### config.mk
export PLATFORM = sky130hd
export DESIGN_NAME = dataint_checksum_check
export DESIGN_NICKNAME = d
export VERILOG_FILES = /design/src/rtl/dataint_checksum_check.sv
export SDC_FILE = /design/constraint.sdc
export NUM_CORES = 1
export LEC_CHECK = 0
export CAP_MARGIN = 20
export CORE_MARGIN = 4
export CORE_UTILIZATION = 26
export DETAILED_ROUTE_END_ITERATION = 6
export SYNTH_ARGS = -nofsm -noshare
export SYNTH_HDL_FRONTEND = slang
export SYNTH_SLANG_ARGS = --single-unit
export TNS_END_PERCENT = 5
### constraint.sdc
create_clock -name i_clk -period 4.5 [get_ports i_clk]
set_input_delay 0.9 -clock i_clk [delete_from_list [all_inputs] [get_ports i_clk]]
set_output_delay 0.9 -clock i_clk [all_outputs]
set_load 0.02 [all_outputs]
### src/rtl/dataint_checksum_check.sv
// Receive-side additive checksum checker: sums payload words, compares with the
// trailing checksum word, reports per packet and keeps saturating counters.
module dataint_checksum_check #(
  parameter int unsigned WIDTH     = 8,
  parameter int unsigned LEN_WIDTH = 8,
  parameter int unsigned CNT_WIDTH = 16
) (
  input  logic                 i_clk,
  input  logic                 i_rst_n,
  input  logic                 i_clear,
  input  logic [LEN_WIDTH-1:0] i_max_len,
  input  logic                 i_valid,
  output logic                 o_ready,
  input  logic [WIDTH-1:0]     i_data,
  input  logic                 i_last,
  output logic                 o_done,
  output logic                 o_pass,
  output logic                 o_fail,
  output logic                 o_len_err,
  output logic [WIDTH-1:0]     o_expected,
  output logic [WIDTH-1:0]     o_received,
  output logic [CNT_WIDTH-1:0] o_pkt_count,
  output logic [CNT_WIDTH-1:0] o_err_count
);

  typedef enum logic [1:0] {IDLE, ACCUM, DRAIN, REPORT} state_t;

  state_t               state_q, state_d;
  logic [WIDTH-1:0]     sum_q, sum_d;
  logic [LEN_WIDTH-1:0] len_q, len_d;
  logic                 lerr_q, lerr_d;
  logic                 pass_q, pass_d;
  logic                 fail_q, fail_d;
  logic                 len_err_q, len_err_d;
  logic [WIDTH-1:0]     exp_q, exp_d;
  logic [WIDTH-1:0]     rcv_q, rcv_d;
  logic [CNT_WIDTH-1:0] pkt_q, pkt_d;
  logic [CNT_WIDTH-1:0] err_q, err_d;
  logic                 accept;
  logic                 finish;
  logic                 pass_c;

  assign accept = i_valid && (state_q != REPORT);

  // Next-state and result computation; results are latched as REPORT is entered.
  always_comb begin
    state_d   = state_q;
    sum_d     = sum_q;
    len_d     = len_q;
    lerr_d    = lerr_q;
    pass_d    = pass_q;
    fail_d    = fail_q;
    len_err_d = len_err_q;
    exp_d     = exp_q;
    rcv_d     = rcv_q;
    pkt_d     = pkt_q;
    err_d     = err_q;
    finish    = 1'b0;
    pass_c    = (sum_q == i_data) && !lerr_q;

    case (state_q)
      IDLE: begin
        if (accept) begin
          if (i_last) begin
            finish = 1'b1;
          end else if (i_max_len == '0) begin
            lerr_d  = 1'b1;
            state_d = DRAIN;
          end else begin
            sum_d   = i_data;
            len_d   = LEN_WIDTH'(1);
            state_d = ACCUM;
          end
        end
      end
      ACCUM: begin
        if (accept) begin
          if (i_last) begin
            finish = 1'b1;
          end else if (len_q >= i_max_len) begin
            lerr_d  = 1'b1;
            state_d = DRAIN;
          end else begin
            sum_d = sum_q + i_data;
            len_d = len_q + LEN_WIDTH'(1);
          end
        end
      end
      DRAIN: begin
        if (accept && i_last) begin
          finish = 1'b1;
        end
      end
      REPORT: begin
        state_d = IDLE;
        sum_d   = '0;
        len_d   = '0;
        lerr_d  = 1'b0;
      end
      default: state_d = IDLE;
    endcase

    if (finish) begin
      state_d   = REPORT;
      exp_d     = sum_q;
      rcv_d     = i_data;
      pass_d    = pass_c;
      fail_d    = !pass_c;
      len_err_d = lerr_q;
      if (pkt_q != '1) pkt_d = pkt_q + CNT_WIDTH'(1);
      if (!pass_c && (err_q != '1)) err_d = err_q + CNT_WIDTH'(1);
    end

    if (i_clear) begin
      state_d   = IDLE;
      sum_d     = '0;
      len_d     = '0;
      lerr_d    = 1'b0;
      pass_d    = 1'b0;
      fail_d    = 1'b0;
      len_err_d = 1'b0;
      exp_d     = '0;
      rcv_d     = '0;
      pkt_d     = '0;
      err_d     = '0;
    end
  end

  always_ff @(posedge i_clk or negedge i_rst_n) begin
    if (!i_rst_n) begin
      state_q   <= IDLE;
      sum_q     <= '0;
      len_q     <= '0;
      lerr_q    <= 1'b0;
      pass_q    <= 1'b0;
      fail_q    <= 1'b0;
      len_err_q <= 1'b0;
      exp_q     <= '0;
      rcv_q     <= '0;
      pkt_q     <= '0;
      err_q     <= '0;
    end else begin
      state_q   <= state_d;
      sum_q     <= sum_d;
      len_q     <= len_d;
      lerr_q    <= lerr_d;
      pass_q    <= pass_d;
      fail_q    <= fail_d;
      len_err_q <= len_err_d;
      exp_q     <= exp_d;
      rcv_q     <= rcv_d;
      pkt_q     <= pkt_d;
      err_q     <= err_d;
    end
  end

  assign o_ready     = (state_q != REPORT);
  assign o_done      = (state_q == REPORT);
  assign o_pass      = pass_q;
  assign o_fail      = fail_q;
  assign o_len_err   = len_err_q;
  assign o_expected  = exp_q;
  assign o_received  = rcv_q;
  assign o_pkt_count = pkt_q;
  assign o_err_count = err_q;

endmodule

Word level (Yosys, flattened, before mapping)
Cells that the tools add are included.
{"block": "op_classes", "n_addsub": 4, "order_cmp": 1, "n_eq_ne": 20, "mux": 53, "n_reduce_logical": 19}
{"op": "$mux 8", "n": 18}
{"op": "$mux 16", "n": 6}
{"op": "$pmux 8 s3", "n": 2}
{"op": "$add 16x1->16 const B", "n": 2}
{"op": "$ne 16x16->1 const B", "n": 2}
{"op": "$ne 3x3->1 const B", "n": 8}
{"op": "$ne 4x4->1 const B", "n": 5}
{"op": "$mux 1", "n": 16}
{"op": "$mux 2", "n": 8}
{"op": "$reduce_and 7->1", "n": 2}
{"op": "$add 8x1->8 const B", "n": 1}
{"op": "$add 8x8->8", "n": 1}
{"op": "$eq 8x8->1", "n": 1}
{"op": "$ge 8x8->1", "n": 1}
{"op": "$logic_not 8->1", "n": 1}
{"op": "$pmux 2 s3", "n": 1}
{"op": "$reduce_and 6->1", "n": 1}
{"op": "$reduce_bool 2->1", "n": 3}
{"op": "$reduce_bool 5->1", "n": 1}
{"op": "$eq 2x2->1 const B", "n": 2}
{"op": "$logic_and 1x1->1", "n": 4}
{"op": "$reduce_and 2->1", "n": 2}
{"op": "$reduce_bool 4->1", "n": 1}
{"op": "$pmux 1 s3", "n": 1}
{"op": "6 further kinds", "n": 7}
{"block": "totals", "register_bits": 70, "input_bits": 21, "out_inout_bits": 53, "wordCells": 108}

Depth between registers and ports, before layout
Gate-level depths: netlist of the first run.
{"block": "logic_depth", "word_depth": 7, "mapped_depth": 9, "ltp_nobuf": 8}

Worst setup path before layout of the first run
No wires, ideal clock.
{"block": "synth_path", "kind": "input to register", "startpoint": "input port i_max_len[6]", "endpoint": "register sum_q[0]", "setup_ns": 0.125, "arrival_ns": 2.537, "t_required_ns": 4.375, "setup_slack_ns": 1.838, "stages": 8, "n_path_buf": 0, "path_cell_list": "inv_1 > ha_1 > a21oi_1 > nor2b_1 > nor4b_4 > a21oi_2 > nor2_2 > mux2_2"}
{"block": "synth_via", "elab_chain_cells": 3, "word_cells_on_any_way": 5, "cone_classes": "order compare: 1; eq/ne: 2; reduce/logical: 2"}
{"element": "start, declared", "line_no": "11", "text": "input logic [LEN_WIDTH-1:0] i_max_len,"}
{"element": "$ge 8x8->1 or $logic_not 8->1 (tied branches)", "line_no": "80, 66"}
{"element": "$ne 3x3->1 (no source line)"}
{"element": "$reduce_and 7->1 (no source line) (*)"}
{"element": "end signal, assigned", "line_no": "144", "text": "sum_q <= sum_d;"}
{"element": "end, declared", "line_no": "29", "text": "logic [WIDTH-1:0] sum_q, sum_d;"}
Every way passes the cells marked *; elsewhere a longest branch is shown, timed or not.
A chain may end at the register's enable or synchronous reset.

Final worst setup path of the first run
{"block": "layout_path", "startpoint": "input port i_max_len[6]", "endpoint": "register sum_q[3]"}
The elaborated chain is that of the path after synthesis.

==> out/results.tsv, run 1 <==
metric	value	unit
outcome	finished clean	
area of the core	0.0153	mm^2
Avg Cell Area, Syn	10.2	um^2
CTS buffer count	9	
Gate Count Post-Synth	404	
worst hold path class	input pin to asynchronous set/reset pin	
Setup Crit Path Kind	input pin to flip-flop	
clock skew	0.00676	ns
vias in the first global route	3334	
# H-tree levels	3	
Final #Nets	518	
Reg clk slew, reported paths	0.06	ns
Slew @ Worst Pin	0.836	ns
Pre-Repair DR Iteration Count	4	
CP max FO	9	
IO Port Bufs	73	
EDFF count, synth	0	
syn_nets	444	
leak pwr	2.23	nW
vias post-DR	3310	
Final min period	3.03	ns
layout cell share with drive strength beyond 1	0.116	
pwr/cell area	303	mW/mm^2
Setup TNS	0	ns
final WL	10.4	mm
post-synth top area cell	dfrtp_1	
clk_lat worst skew	0.34	ns
crit end category	flip-flop	
RSZ-0062 raised after global routing	no	
top cells by area, synth	dfrtp_1 43%, ha_1 5.5%, a22o_1 4.7%	
initial antenna violation count	0	
final antenna-violating net count	0	
worst relative slew slack	0.442	
sequential-to-total area share from yosys stat	0.427	
final hold slack	0.412	ns
Post-CTS Hold Fix Bufs	0	
initial core utilization	0.268	
final hold vios	0	
prevailing post-synth register cell	dfrtp_1	
GPL Wtd Cong	0.830	
Post-synth ARST share	1.00	
Final period util	0.674	
Synth top cells by count	70 x dfrtp_1, 42 x nor2_1, 27 x nand2_1	
Die ar.	0.0179	mm^2
first-pass GRT wire length	17.3	mm
vias per std cell	4.78	
area of the mapped netlist	0.00411	mm^2
initial DRC count	161	
Slew Limit Fails	0	
WP data required	4.72	ns
Clock Path Buffers	2	
post_cts resized	0	
row count	45	
Finish-stage setup viols	0	
count leader, synth	dfrtp_1	
I/O pin count	74	
synth warn	0	
maximum vdd drop	162	uV
Fillers	1570	
root buf cell	clkbuf_16	
max frequency	330	MHz
Seq cells post-synth	70	
DP Wirelength	7.47	mm
Yosys top cell area share	0.427	
CTS tree	yes	
wire per inst	14.9	um
# diodes	0	
Max Cap Violations	0	
drc violations	0	
Layout area overhead	29.0	%
largest net degree at the start of global routing	47	
die width	134	um
Die Y	134	um
Post-CTS Setup Bufs	0	
Synth cell types	65	
GRT Total Usage	0.121	
Worst Path Arrival	3.26	ns
total grt overflow	0	
Setup crit start kind	input pin	
CTS sink count	70	
power breakdown:
part / switching [W] / internal (W) / leakage, nW / total, W
Sequential: 0.0000317 / 0.000660 / 0.958 / 0.000692
Combinational: 0.000156 / 0.000128 / 1.15 / 0.000284
Clock: 0.000262 / 0.000369 / 0.123 / 0.000631
flip-flops by register name, summed over array words and instances, names as in the netlist:
signal       cells
len_q            8
o_expected       8
o_fail           1
o_len_err        1
o_received       8
o_pass           1
sum_q            8
o_err_count     16
lerr_q           1
o_pkt_count     16
state_q          2
cells in the final DEF (no fill, tap or decap), types with 4 or more instances in the layout:
cell and count:
o21ai_0 18, a211oi_1 5, buf_4 4, o31ai_1 8, nand2_1 27, ha_1 18, nor4_4 4, xor2_1 11
nor4_1 6, nor3_2 5, and3_1 10, xnor2_1 16, nand3_1 18, clkdlybuf4s50_1 72, nand2b_1 7, clkbuf_1 4
inv_1 14, nor2_1 42, nor3_1 4, clkbuf_16 9, mux2_2 8, a21oi_1 17, a22o_1 22, dfrtp_1 70
layout make-up:
type                    instances  area (um^2)  area share
well taps                     211          264      0.0498
clock inverters                 2         10.0     0.00189
multi-input cells             304         2200       0.415
clock buffers                  13          240      0.0453
inverters                      15         56.3      0.0106
repair buffers                 78          776       0.146
flip-flops and latches         70         1750       0.331
final timing paths:
path / startpoint / endpoint / slack [ns] / cells after the start
min in group i_clk: o_received[2]$_DFFE_PN0P_ / o_received[2]$_DFFE_PN0P_ / 0.50 / 1
setup / recovery: i_max_len[6] / sum_q[3]$_DFFE_PN0P_ / 1.47 / 9
hold / removal: i_rst_n / o_expected[4]$_DFFE_PN0P_ / 0.41 / 1
hold reg to reg: o_received[2]$_DFFE_PN0P_ / o_received[2]$_DFFE_PN0P_ / 0.50 / 1
setup reg to reg: len_q[6]$_DFFE_PN0P_ / sum_q[3]$_DFFE_PN0P_ / 2.10 / 7
max in group asynchronous: i_rst_n / o_received[0]$_DFFE_PN0P_ / 3.18 / 3
metrics by stage:
| stage | area (um^2) | power, W | worst slack, ns | instances | utilization |
|---|---|---|---|---|---|
| CTS | 5280 | 0.00163 | 1.45 | 692 | 0.345 |
| finish | 5300 | 0.00161 | 1.47 | 693 | 0.346 |
| detailed placement | 5030 | 0.000985 | 1.10 | 677 | 0.328 |
| floorplan | 4110 | 0.000881 | 1.84 | 404 | - |
| global placement | 5030 | 0.000980 | 1.14 | 677 | 0.328 |
| global route | 5300 | 0.00169 | 1.30 | 693 | 0.346 |
per-layer routing:
layer,track usage,vias to the layer above,part of all wire
met3,0.0313,18,0.047
li1,-,1611,-
met4,0.0577,0,0.030
met5,0,-,0
met2,0.186,79,0.45
met1,0.159,1602,0.48
worst max-delay path, cell delays in order:
cell             delay (ns)
clkdlybuf4s50_1        0.48
inv_1                  0.05
ha_1                   0.30
a21oi_1                0.15
nor2b_1                0.08
nor4b_4                0.30
a21oi_2                0.17
nor2_2                 0.43
mux2_2                 0.39
cell families after synthesis:
logic type,Yosys count,share of synthesized area
and+or+nand+nor,159,0.239
AOI/OAI and AO/OA,89,0.153
DFF,70,0.427
buffers and inverters,30,0.0378
xor gates and xnor gates,27,0.0576
adders and majority gates,19,0.0597
muxes,10,0.0268
No activity file was read; power rests on OpenSTA's default activity.
==> run 2: changes to the inputs <==
==> constraint.sdc (replaced) <==
create_clock -name i_clk -period 2.76 [get_ports i_clk]
set_input_delay 0.552 -clock i_clk [delete_from_list [all_inputs] [get_ports i_clk]]
set_output_delay 0.552 -clock i_clk [all_outputs]
set_load 0.02 [all_outputs]
==> run 2 against run 1 <==
Cell count is 2.9% higher. Combinational power up 80%. Critical path depth is 1 higher. Clock skew fell by 0.00071 ns. Power increased by 68%. Sequential share of layout area down 1.1 points. Global-route usage rose by 0.33 points. Utilization increased by 1.2 points.
==> out/results.tsv, run 2 (synthesis results as in run 1) <==
metric	value	unit	change
CP max FO	9		unchanged
Setup Crit Path Kind	input pin to flip-flop		
clock skew	0.00605	ns	-0.000712 ns
# diodes	0		unchanged
worst setup margin	0.294	ns	-1.17 ns
Post-CTS Setup Bufs	0		unchanged
# H-tree levels	3		unchanged
Final period util	0.893		
Tot Pwr	0.00271	W	+68%
I/O pin count	74		unchanged
row count	45		unchanged
Die Y	134	um	unchanged
vias post-DR	3408		+3.0%
Worst Path Arrival	2.68	ns	-0.58 ns
pwr/cell area	493	mW/mm^2	+63%
reg-to-reg slack, setup	0.55	ns	-1.55 ns
post-route cell area	0.00548	mm^2	+3.5%
leak pwr	2.34	nW	+5.0%
Layout area overhead	33.5	%	
Pre-Repair DR Iteration Count	4		unchanged
crit end category	flip-flop		
RSZ-0062 raised after global routing	no		
vias per std cell	4.78		about the same
largest net degree at the start of global routing	46		-2.1%
clk_lat worst skew	0.34	ns	about the same
Internal Pwr Total	0.00195	W	+69%
worst slack at placement	-0.0435	ns	-1.14 ns
wire per inst	15.0	um	+0.69%
CTS buffer count	9		unchanged
Final #Nets	537		+3.7%
crit path to	sum_q[5]$_DFFE_PN0P_		
WP data required	2.98	ns	-1.74 ns
worst hold path class	input pin to asynchronous set/reset pin		
most frequent cells in the layout	72 x clkdlybuf4s50_1, 70 x dfrtp_1, 42 x nor2_1, 27 x nand2_1, 22 x a22o_1		
post_cts resized	0		unchanged
CTS sink count	70		unchanged
worst relative slew slack	0.557		+0.114
CTS tree	yes		
placed inst area	0.00522	mm^2	+3.7%
Metal-1 WL	5.14	mm	+4.1%
initial core utilization	0.268		unchanged
IO Port Bufs	73		unchanged
switch share	0.279		-0.000846
met2 wire len	4.90	mm	+5.8%
utilization after layout	0.358		+0.0122
outcome	finished clean		
Slew @ Worst Pin	0.662	ns	-0.174 ns
final hold vios	0		unchanged
met3 wire len	499	um	+3.3%
root buf cell	clkbuf_16		
die width	134	um	unchanged
Max Cap Violations	0		unchanged
drc violations	0		unchanged
DR top layer	met4		
Slew Limit Fails	0		unchanged
DP Wirelength	8.01	mm	+7.3%
Psw	0.000755	W	+68%
worst r2r src	sum_q[1]$_DFFE_PN0P_		
first-pass GRT wire length	17.7	mm	+2.2%
GPL Wtd Cong	0.844		+1.7%
FF-to-FF End	sum_q[7]$_DFFE_PN0P_		
initial DRC count	113		-30%
GRT Total Usage	0.124		+0.00326
commonest non-fill, non-tap cell in the layout	clkdlybuf4s50_1		
worst r2r path cells	8		+1
final WL	10.7	mm	+3.6%
Reg clk slew, reported paths	0.06	ns	about the same
maximum vdd drop	284	uV	+75%
layout cell share with drive strength beyond 1	0.155		+0.0392
combinational share of power	0.189		+0.012
Post-CTS Hold Fix Bufs	0		unchanged
Clock Path Buffers	2		unchanged
area of the core	0.0153	mm^2	unchanged
max frequency	406	MHz	
Die ar.	0.0179	mm^2	unchanged
vias in the first global route	3462		+3.8%
Clock power frac	0.394		about the same
Reg power frac	0.417		-0.013
Finish-stage setup viols	0		unchanged
initial antenna violation count	0		unchanged
final antenna-violating net count	0		unchanged
Critical Path Source	i_max_len[6]		
Setup crit start kind	input pin		
total grt overflow	0		unchanged
Final min period	2.47	ns	
## run 2: changes by cell type in the layout (fill, tap and decap cells not counted), sizes merged
cell and delta:
clkinvlp +1, clkinv +1, clkbuf -1, buf +19
## run 2: final cells by class
type	instances	area, um^2
clock inverter	4	22.5
sequential	70	1750
inverter	15	56.3
timing repair buffer	97	943
clock buffer	12	246
multi-input combinational	304	2200
tap	211	264
fill	1548	9830
## run 2: worst min path at each step
stage | to | slack (ns) | cells past startpoint
after floorplan | len_q[0]$_DFFE_PN0P_ | 0.26 | 0
after global placement | o_received[5]$_DFFE_PN0P_ | 0.49 | 1
after detailed placement | o_expected[2]$_DFFE_PN0P_ | 0.48 | 1
after CTS | o_expected[4]$_DFFE_PN0P_ | 0.26 | 1
after global routing | o_expected[4]$_DFFE_PN0P_ | 0.29 | 1
final | o_expected[4]$_DFFE_PN0P_ | 0.24 | 1
## run 2: per-layer routing
metal / global-route usage / vias up
met5: 0 / -
met2: 0.191 / 67
met3: 0.0397 / 16
met4: 0.0417 / 0
li1: - / 1652
met1: 0.166 / 1673
## run 2: power by group through the flow
stage | registers, W | logic, W | clock network, W
global placement | 0.00114 | 0.000501 | 0
global route | 0.00113 | 0.000567 | 0.00114
CTS | 0.00113 | 0.000517 | 0.00110
floorplan | 0.00115 | 0.000286 | 0
detailed placement | 0.00115 | 0.000513 | 0
finish | 0.00113 | 0.000511 | 0.00107
## run 2: critical path: stages
cell,delay [ns]
clkdlybuf4s50_1,0.49
inv_1,0.05
ha_1,0.30
a21oi_1,0.14
nor2b_1,0.08
nor4b_4,0.31
a21oi_2,0.11
nor2_2,0.17
buf_12,0.15
mux2_2,0.33
## run 2: stage by stage
stage	cells	hold WS, ns	TNS [ns]
2_1_floorplan	404	0.256	0
3_3_place_gp	697	0.489	-0.225
3_5_place_dp	697	0.484	-0.317
4_1_cts	713	0.256	0
5_1_grt	713	0.289	0
6_report	713	0.238	0
